**config.mk**
```make
export PLATFORM = sky130hd
export DESIGN_NAME = processor_unit
export DESIGN_NICKNAME = d
export VERILOG_FILES = /design/src/rtl/processor_unit.sv
export SDC_FILE = /design/constraint.sdc
export NUM_CORES = 1
export LEC_CHECK = 0
export CAP_MARGIN = 20
export CORE_MARGIN = 3
export CORE_UTILIZATION = 60
export CTS_CLUSTER_SIZE = 25
export DETAILED_ROUTE_END_ITERATION = 7
export PLACE_DENSITY_LB_ADDON = 0.12
export SLEW_MARGIN = 20
export SYNTH_ARGS = -nofsm -noshare
export SYNTH_HDL_FRONTEND = slang
export SYNTH_SLANG_ARGS = --single-unit
```
**constraint.sdc**
```tcl
create_clock -name clk -period 7.7 [get_ports clk]
set_input_delay 1.54 -clock clk [delete_from_list [all_inputs] [get_ports clk]]
set_output_delay 1.54 -clock clk [all_outputs]
set_load 0.02 [all_outputs]
```
**src/rtl/processor_unit.sv**
```systemverilog
// Serial 2x2 matrix-multiply engine: loads A (2x4) and B (4x2) bytes into a 16-entry RAM,
// runs one MAC per cycle, then streams C00,C01,C10,C11. Define SATURATE_EN for saturating output.
module processor_unit #(
  parameter int DW    = 8,
  parameter int ACC_W = 18
) (
  input  logic          clk,
  input  logic          reset,
  input  logic [DW-1:0] data_in,
  input  logic          trigger,
  output logic          finished,
  output logic [DW-1:0] result
);

  typedef enum logic [1:0] {IDLE, LOAD, COMPUTE, OUT} state_t;

  state_t                  state_q;
  logic [3:0]              cnt_q;
  logic [ACC_W-1:0]        acc_q;
  logic [3:0][DW-1:0]      cbuf_q;
  logic                    finished_q;
  logic [DW-1:0]           result_q;
  logic [DW-1:0]           ram_q [16];

  logic                    ram_we;
  logic [3:0]              ram_waddr;
  logic [3:0]              a_addr;
  logic [3:0]              b_addr;
  logic [2*DW-1:0]         prod;
  logic [ACC_W-1:0]        mac_sum;
  logic [DW-1:0]           elem;

  // Storage only; contents are don't-care after reset, so no reset branch.
  assign ram_we    = ((state_q == IDLE) && trigger) || (state_q == LOAD);
  assign ram_waddr = (state_q == IDLE) ? 4'd0 : cnt_q;

  always_ff @(posedge clk) begin
    if (ram_we) ram_q[ram_waddr] <= data_in;
  end

  // cnt_q = {i, j, k[1:0]}: A[i][k] at 4i+k, B[k][j] at 8+2k+j.
  assign a_addr  = {1'b0, cnt_q[3], cnt_q[1:0]};
  assign b_addr  = {1'b1, cnt_q[1:0], cnt_q[2]};
  assign prod    = ram_q[a_addr] * ram_q[b_addr];
  assign mac_sum = acc_q + ACC_W'(prod);

`ifdef SATURATE_EN
  assign elem = (|mac_sum[ACC_W-1:DW]) ? {DW{1'b1}} : mac_sum[DW-1:0];
`else
  assign elem = mac_sum[DW-1:0];
`endif

  always_ff @(posedge clk or negedge reset) begin
    if (!reset) begin
      state_q    <= IDLE;
      cnt_q      <= '0;
      acc_q      <= '0;
      cbuf_q     <= '0;
      finished_q <= 1'b0;
      result_q   <= '0;
    end else begin
      case (state_q)
        IDLE: begin
          finished_q <= 1'b0;
          result_q   <= '0;
          cnt_q      <= '0;
          if (trigger) begin
            cnt_q   <= 4'd1;
            state_q <= LOAD;
          end
        end
        LOAD: begin
          cnt_q <= cnt_q + 4'd1;
          if (cnt_q == 4'd15) state_q <= COMPUTE;
        end
        COMPUTE: begin
          cnt_q <= cnt_q + 4'd1;
          if (cnt_q[1:0] == 2'd3) begin
            cbuf_q[cnt_q[3:2]] <= elem;
            acc_q              <= '0;
          end else begin
            acc_q <= mac_sum;
          end
          if (cnt_q == 4'd15) state_q <= OUT;
        end
        OUT: begin
          finished_q <= 1'b1;
          result_q   <= cbuf_q[cnt_q[1:0]];
          cnt_q      <= cnt_q + 4'd1;
          // IDLE clears the outputs on the following edge, giving exactly four valid cycles.
          if (cnt_q == 4'd3) begin
            cnt_q   <= '0;
            state_q <= IDLE;
          end
        end
        default: state_q <= IDLE;
      endcase
    end
  end

  assign finished = finished_q;
  assign result   = result_q;

endmodule

```
==> run_results.csv, run 1 <==
group,metric,value,unit
placed_design,routabilityCongestion,0.859,
clock_tree,htree_levels,4,
detailed_routing,wl,15300,um
setup_path,worst-r2r-setup-slack,1860,ps
detailed_routing,antenna_left,0,
setup_path,cpMaxStageDelayCell,"sky130_fd_sc_hd__dfrtp_2",
sta,final_critical_path_required_period,5840,ps
sta,report.final.slew_viol_count,0,
setup_path,crit_family,"adder cells",
setup_path,path_cells,"buf_4 > mux4_2 > mux2i_1 > nand2b_1 > fa_1 > inv_1 > ha_1 > ha_1 > inv_1 > fa_1 > inv_1 > ha_1 > inv_1 > fa_1 > inv_1 > a21o_1 > a21oi_1 > xnor2_1 > xnor2_2 > xnor2_2 > o22ai_1",
final_layout,antenna_cells_inserted,0,
final_layout,most_common_library_cell_in_the_layout_ignoring_fill_and_taps,"sky130_fd_sc_hd__edfxtp_1",
clock_tree,cts_hold_buf,0,
global_routing,vias_in_the_first_global_route,4496,
setup_path,critical_path_arrival,6120,ps
synth,postSynthAreaPerCell,15.7,um^2
setup_path,critical-path-top-cell-by-count,"sky130_fd_sc_hd__inv_1",
synth,synth-compound-area-share,3.79,%
detailed_routing,vias_per_cell,5.82,
detailed_routing,drtPass1Iterations,5,
outcome,run_status,"complete, no violations",
clock_tree,tritoncts_clock_tree,"done",
setup_path,critical_path.endpoint_type,"register",
synth,yosys.area_share.adder,7.55,%
clock_tree,clk_path_buf_depth,2,
synth,count_of_flip_flops_with_a_built_in_enable_after_synthesis,128,
detailed_routing,routed_wire_per_std_cell,20.3,um
sta,worst_pin_slew,887,ps
floorplanning,core-area,13500,um^2
sta,rsz_0062_raised_after_global_routing,"no",
floorplanning,floorplan.rows,42,
clock_tree,insertion_delay,420,ps
global_routing,grt_start_max_net_pins,56,
clock_tree,post-cts-setup-buffers,0,
setup_path,setup.worst_path.start_class,"register",
placed_design,place.port_buffers,19,
sta,fin_setup_tns,0,ps
global_routing,grt_pass1_wl,24900,um
floorplanning,die_area,15500,um^2
floorplanning,start_util,62.3,%
synth,ys.flop_type,"sky130_fd_sc_hd__edfxtp_1",
detailed_routing,detailroute.wirelength.met3,593,um
setup_path,timing.setup.critical_path_class,"reg -> reg",
synth,async_reset_ff_share,30.1,%
synth,synth_seq_area_share,62.0,%
hold_path,worstHoldPathType,"reg -> reg",
synth,synthXorXnorAreaFrac,2.50,%
synth,synth_unique_cells,40,
job,drv_cap,0,
sta,finalHoldViolations,0,
detailed_routing,dr_wl_met2,8000,um
setup_path,crit_path_max_fanout,28,
sta,final_min_period_over_clock_period,75.9,%
floorplanning,die_width,124,um
synth,yosys.area_share.simple,5.77,%
clock_tree,clock-sinks,183,
global_routing,groute.usage.overall,21.1,%
synth,cells_after_synthesis,537,
clock_tree,cts_root_buffer,"sky130_fd_sc_hd__clkbuf_16",
synth,post_synth_instance_area,8420,um^2
sta,timing.clock.skew,8.77,ps
placed_design,dp.final_hpwl,10300,um
sta,setup_viol,0,
detailed_routing,top_signal_layer_used,"met4",
synth,syn-num-nets,588,
setup_path,timing.critical_path.slowest_cell_delay,810,ps
final_layout,design.final.nets,612,
synth,synth.yosys.warnings,0,
final_layout,layout-drive-gt1-share,16.4,%
detailed_routing,routedLengthMet1,6450,um
synth,post_synth_mux_area_share,14.6,%
global_routing,antenna_found_initial,0,
clock_tree,cts_made_buffers,17,
detailed_routing,detailedRoute.firstIterationViolations,294,
detailed_routing,drc_viols,0,
final_layout,syn2layout_area_growth,10.4,%
floorplanning,die_height,124,um
synth,synth-seq-cells,183,
clock_tree,worst_setup_hold_path_clk_slew,70,ps
floorplanning,floorplan.io_pins,20,
global_routing,grt_remaining_overflow,0,
clock_tree,post_cts.resized_instances,0,
sta,maxSlewHeadroom,40.6,%
final_layout,layout.cells.most_common_list,"128 x sky130_fd_sc_hd__edfxtp_1, 53 x sky130_fd_sc_hd__dfrtp_1, 45 x sky130_fd_sc_hd__inv_1",
final_layout,fillers,892,
detailed_routing,detailroute.via_count,4366,
setup_path,worstPathBufferInverterCount,6,
setup_path,worst-endpoint-required,7970,ps
sta,f_max,171,MHz
synth,combinational_family_with_the_most_area_after_synthesis,"multiplexers",
-- synth_stat cells (6+ instances only) --
| library cell | number | share of area [%] |
|---|---|---|
| sky130_fd_sc_hd__edfxtp_1 | 128 | 46 |
| sky130_fd_sc_hd__dfrtp_1 | 55 | 16 |
| sky130_fd_sc_hd__inv_1 | 45 | 2.0 |
| sky130_fd_sc_hd__nand2_1 | 39 | 1.7 |
| sky130_fd_sc_hd__mux4_2 | 37 | 9.9 |
| sky130_fd_sc_hd__nor2_1 | 30 | 1.3 |
| sky130_fd_sc_hd__o21ai_1 | 25 | 1.5 |
| sky130_fd_sc_hd__ha_1 | 22 | 3.3 |
| sky130_fd_sc_hd__fa_1 | 18 | 4.3 |
| sky130_fd_sc_hd__clkbuf_1 | 12 | 0.54 |
| sky130_fd_sc_hd__mux2_1 | 12 | 1.6 |
| sky130_fd_sc_hd__xnor2_1 | 10 | 1.0 |
| sky130_fd_sc_hd__a21oi_1 | 9 | 0.54 |
| sky130_fd_sc_hd__a22o_1 | 8 | 0.83 |
| sky130_fd_sc_hd__nand2b_1 | 8 | 0.59 |
| sky130_fd_sc_hd__nor2b_1 | 8 | 0.59 |
| sky130_fd_sc_hd__mux2i_1 | 7 | 0.83 |
| sky130_fd_sc_hd__mux2_2 | 6 | 0.80 |
| sky130_fd_sc_hd__nand3_1 | 6 | 0.36 |
-- logic make-up (layout without fill, tap and decap cells) --
group	after synthesis	after routing
and+or+nand+nor	106	106
DFF	183	183
muxes	67	67
AOI/OAI and AO/OA	54	54
buffers and inverters	68	105
adders and majority gates	40	40
xor gates and xnor gates	19	19
-- routing by layer --
layer  up-vias  track usage (%)
met3        16             4.42
li1       2015                -
met1      2246             28.3
met4         0             6.38
met5         -                0
met2        89             35.2
-- final timing paths --
path	from	to	cells past startpoint
worst min-delay path	cbuf_q[14]	cbuf_q[14]	2
worst min register to register	cbuf_q[14]	cbuf_q[14]	2
worst max-delay path	cnt_q[0]	acc_q[7]	21
min in group asynchronous	reset	result[2]	2
max in group asynchronous	reset	cnt_q[2]	2
worst max register to register	cnt_q[0]	acc_q[7]	21
-- through the flow --
stage	std cells	cell area (um^2)	hold slack [ps]	setup slack, ps	util (%)
after floorplan	537	8420	450	2770	-
after global placement	718	8740	462	1900	64.7
after detailed placement	718	8740	471	1770	64.7
after CTS	750	9290	486	1740	68.8
after global routing	750	9290	519	1450	68.8
final	750	9290	485	1860	68.8
-- state kept, by name, indices dropped and copies added (netlist names) --
register	cells
acc_q	8
state_q	2
ram_q	128
finished	1
cnt_q	4
result	8
cbuf_q	32
-- worst min-delay path, delay by kind of cell, from the launching register on --
kind / cells / cell delay (ps)
AND/OR/NAND/NOR: 1 / 50
AO/OA/AOI/OAI: 1 / 60
flip-flops: 1 / 340
-- layout make-up --
cell class                      instances  area, um^2  share of cell area, %
Sequential cell                       183        5220                   56.2
Multi-Input combinational cell        286        2880                   31.0
Clock buffer                           18         429                   4.62
Timing Repair Buffer                   28         253                   2.72
Tap cell                              176         220                   2.37
Inverter                               45         169                   1.82
Clock inverter                         14         119                   1.28
Power of run 1 is not shown: default switching activity piles up to over one toggle a cycle in this logic, so the estimate is an artifact.
==> run 2, diff against run 1 <==
CORE_UTILIZATION = 56   (was 60)
clock period = 4.8 ns   (was 7.7 ns; I/O delays follow)
==> run_results.csv, run 2 (synthesis results as in run 1) <==
group,metric,value,unit
clock_tree,cts_hold_buf,0,
detailed_routing,detailedRoute.firstIterationViolations,244,
clock_tree,htree_levels,4,
clock_tree,tritoncts_clock_tree,"done",
global_routing,grt_start_max_net_pins,56,
floorplanning,die_width,129,um
sta,setup_viol,0,
clock_tree,clk_path_buf_depth,2,
placed_design,dpl-instance-area,9040,um^2
final_layout,layout-drive-gt1-share,29.1,%
global_routing,groute.usage.overall,22.1,%
setup_path,crit_path_max_fanout,7,
setup_path,setup.worst_path.start_class,"register",
detailed_routing,routed_wire_per_std_cell,21.0,um
final_layout,layoutNonFillerInstCount,805,
placed_design,dp.final_hpwl,11400,um
detailed_routing,vias_per_cell,5.74,
placed_design,dp_cells,753,
global_routing,antenna_found_initial,0,
hold_path,worstHoldPathType,"reg -> reg",
sta,rsz_0062_raised_after_global_routing,"yes",
floorplanning,start_util,57.5,%
detailed_routing,antenna_left,0,
sta,f_max,211,MHz
final_layout,biggestRegsByFlops,"ram_q: 128 flops, cbuf_q: 32 flops",
outcome,run_status,"complete, no violations",
setup_path,worst-endpoint-required,5080,ps
final_layout,top_register,"ram_q",
setup_path,critical_path_arrival,5020,ps
clock_tree,insertion_delay,430,ps
sta,final_critical_path_required_period,4750,ps
detailed_routing,detailroute.via_count,4623,
global_routing,grt_remaining_overflow,0,
sta,report.final.slew_viol_count,0,
floorplanning,core-area,14600,um^2
clock_tree,cts_root_buffer,"sky130_fd_sc_hd__clkbuf_16",
sta,timing.clock.skew,13.8,ps
sta,maxSlewHeadroom,35.3,%
detailed_routing,wl,16900,um
final_layout,most_common_library_cell_in_the_layout_ignoring_fill_and_taps,"sky130_fd_sc_hd__edfxtp_1",
final_layout,design.final.nets,659,
detailed_routing,drc_viols,0,
final_layout,syn2layout_area_growth,19.1,%
final_layout,fillers,981,
placed_design,place.port_buffers,19,
job,drv_cap,0,
sta,worst_pin_slew,967,ps
placed_design,routabilityCongestion,0.797,
clock_tree,clock-sinks,183,
floorplanning,die_area,16500,um^2
floorplanning,die_height,129,um
final_layout,number_of_flip_flops_in_the_largest_register,128,
setup_path,critical_path.endpoint_type,"register",
floorplanning,floorplan.rows,44,
final_layout,layout.cells.most_common_list,"128 x sky130_fd_sc_hd__edfxtp_1, 53 x sky130_fd_sc_hd__dfrtp_1, 41 x sky130_fd_sc_hd__buf_4",
setup_path,timing.setup.critical_path_class,"reg -> reg",
global_routing,grt_pass1_wl,26600,um
sta,finalHoldViolations,0,
clock_tree,cts_made_buffers,17,
floorplanning,floorplan.io_pins,20,
sta,final_min_period_over_clock_period,98.9,%
clock_tree,worst_setup_hold_path_clk_slew,70,ps
global_routing,vias_in_the_first_global_route,4862,
final_layout,final_design_area_no_fill,10000,um^2
final_layout,antenna_cells_inserted,0,
detailed_routing,drtPass1Iterations,4,
run 2: changes by cell type in the layout (fill, tap and decap cells not counted), sizes merged:
cell      previous run  this run
buf                 10        57
bufinv               0         2
clkbuf              18        17
clkinv               5         7
clkinvlp             3         0
run 2: path summary, 6_finish.rpt:
check | start | to | slack, ps | depth (start not counted)
max in group asynchronous | reset | cnt_q[2] | 3640 | 2
worst min register to register | cbuf_q[28] | cbuf_q[28] | 480 | 2
min in group asynchronous | reset | cbuf_q[19] | 660 | 2
worst min-delay path | cbuf_q[28] | cbuf_q[28] | 480 | 2
worst max register to register | cnt_q[2] | acc_q[7] | 50 | 17
worst max-delay path | cnt_q[2] | acc_q[7] | 50 | 17
run 2: metal layers:
layer  vias up  GRT usage (%)  routed length (um)
li1       2100              -                   -
met1      2379           28.3                6980
met2       126           37.4                8960
met3        18           5.31                 789
met4         0           7.41                 210
met5         -              0                   0
run 2: timing repair:
| item | CTS | global route |
|---|---|---|
| resized for setup | 36 | 31 |
| pin swaps | 23 | 15 |
| cloned | 2 | 0 |
| setup endpoints to repair | 5 | 10 |
| setup buffers | 14 | 7 |
run 2: stage by stage:
step	setup TNS [ps]	hold WS [ps]	setup WS (ps)	util [%]
finish	0	483	54.0	68.4
global route	-334	507	-104	68.4
CTS	-8.35	488	-8.35	67.7
detailed placement	-376	473	-113	61.7
global placement	-31.8	462	-27.6	61.7
floorplan	0	450	1.15	-
run 2: area by class of cell:
class                      instances  area, um^2  share of cell area, %
clock buffer                      17         425                   4.24
clock inverter                    15         169                   1.69
sequential                       183        5220                   52.1
timing repair buffer              75         729                   7.28
tap                              184         230                   2.30
multi-input combinational        286        3080                   30.7
inverter                          45         169                   1.69
run 2: critical path, cell delays in order, from the launching register on:
cell                      delay, ps
sky130_fd_sc_hd__dfrtp_2        420
sky130_fd_sc_hd__buf_12         140
sky130_fd_sc_hd__mux4_2         500
sky130_fd_sc_hd__mux2_4         360
sky130_fd_sc_hd__nand2_2        110
sky130_fd_sc_hd__fa_1           430
sky130_fd_sc_hd__fa_1           510
sky130_fd_sc_hd__inv_2           40
sky130_fd_sc_hd__fa_1           490
sky130_fd_sc_hd__inv_2           40
sky130_fd_sc_hd__fa_2           520
sky130_fd_sc_hd__inv_2           40
sky130_fd_sc_hd__ha_4           220
sky130_fd_sc_hd__a21oi_4        170
sky130_fd_sc_hd__xnor2_2        100
sky130_fd_sc_hd__xnor2_2        150
sky130_fd_sc_hd__xnor2_2        230
sky130_fd_sc_hd__o22ai_1        130
Power of run 2 is left out for the same reason.
==> run 3, diff against run 2 <==
SLEW_MARGIN = default   (was 20)
==> results of run 3 <==
Final layout, timing and power as in run 2 (identical DEF).
Power of run 3 is left out for the same reason.
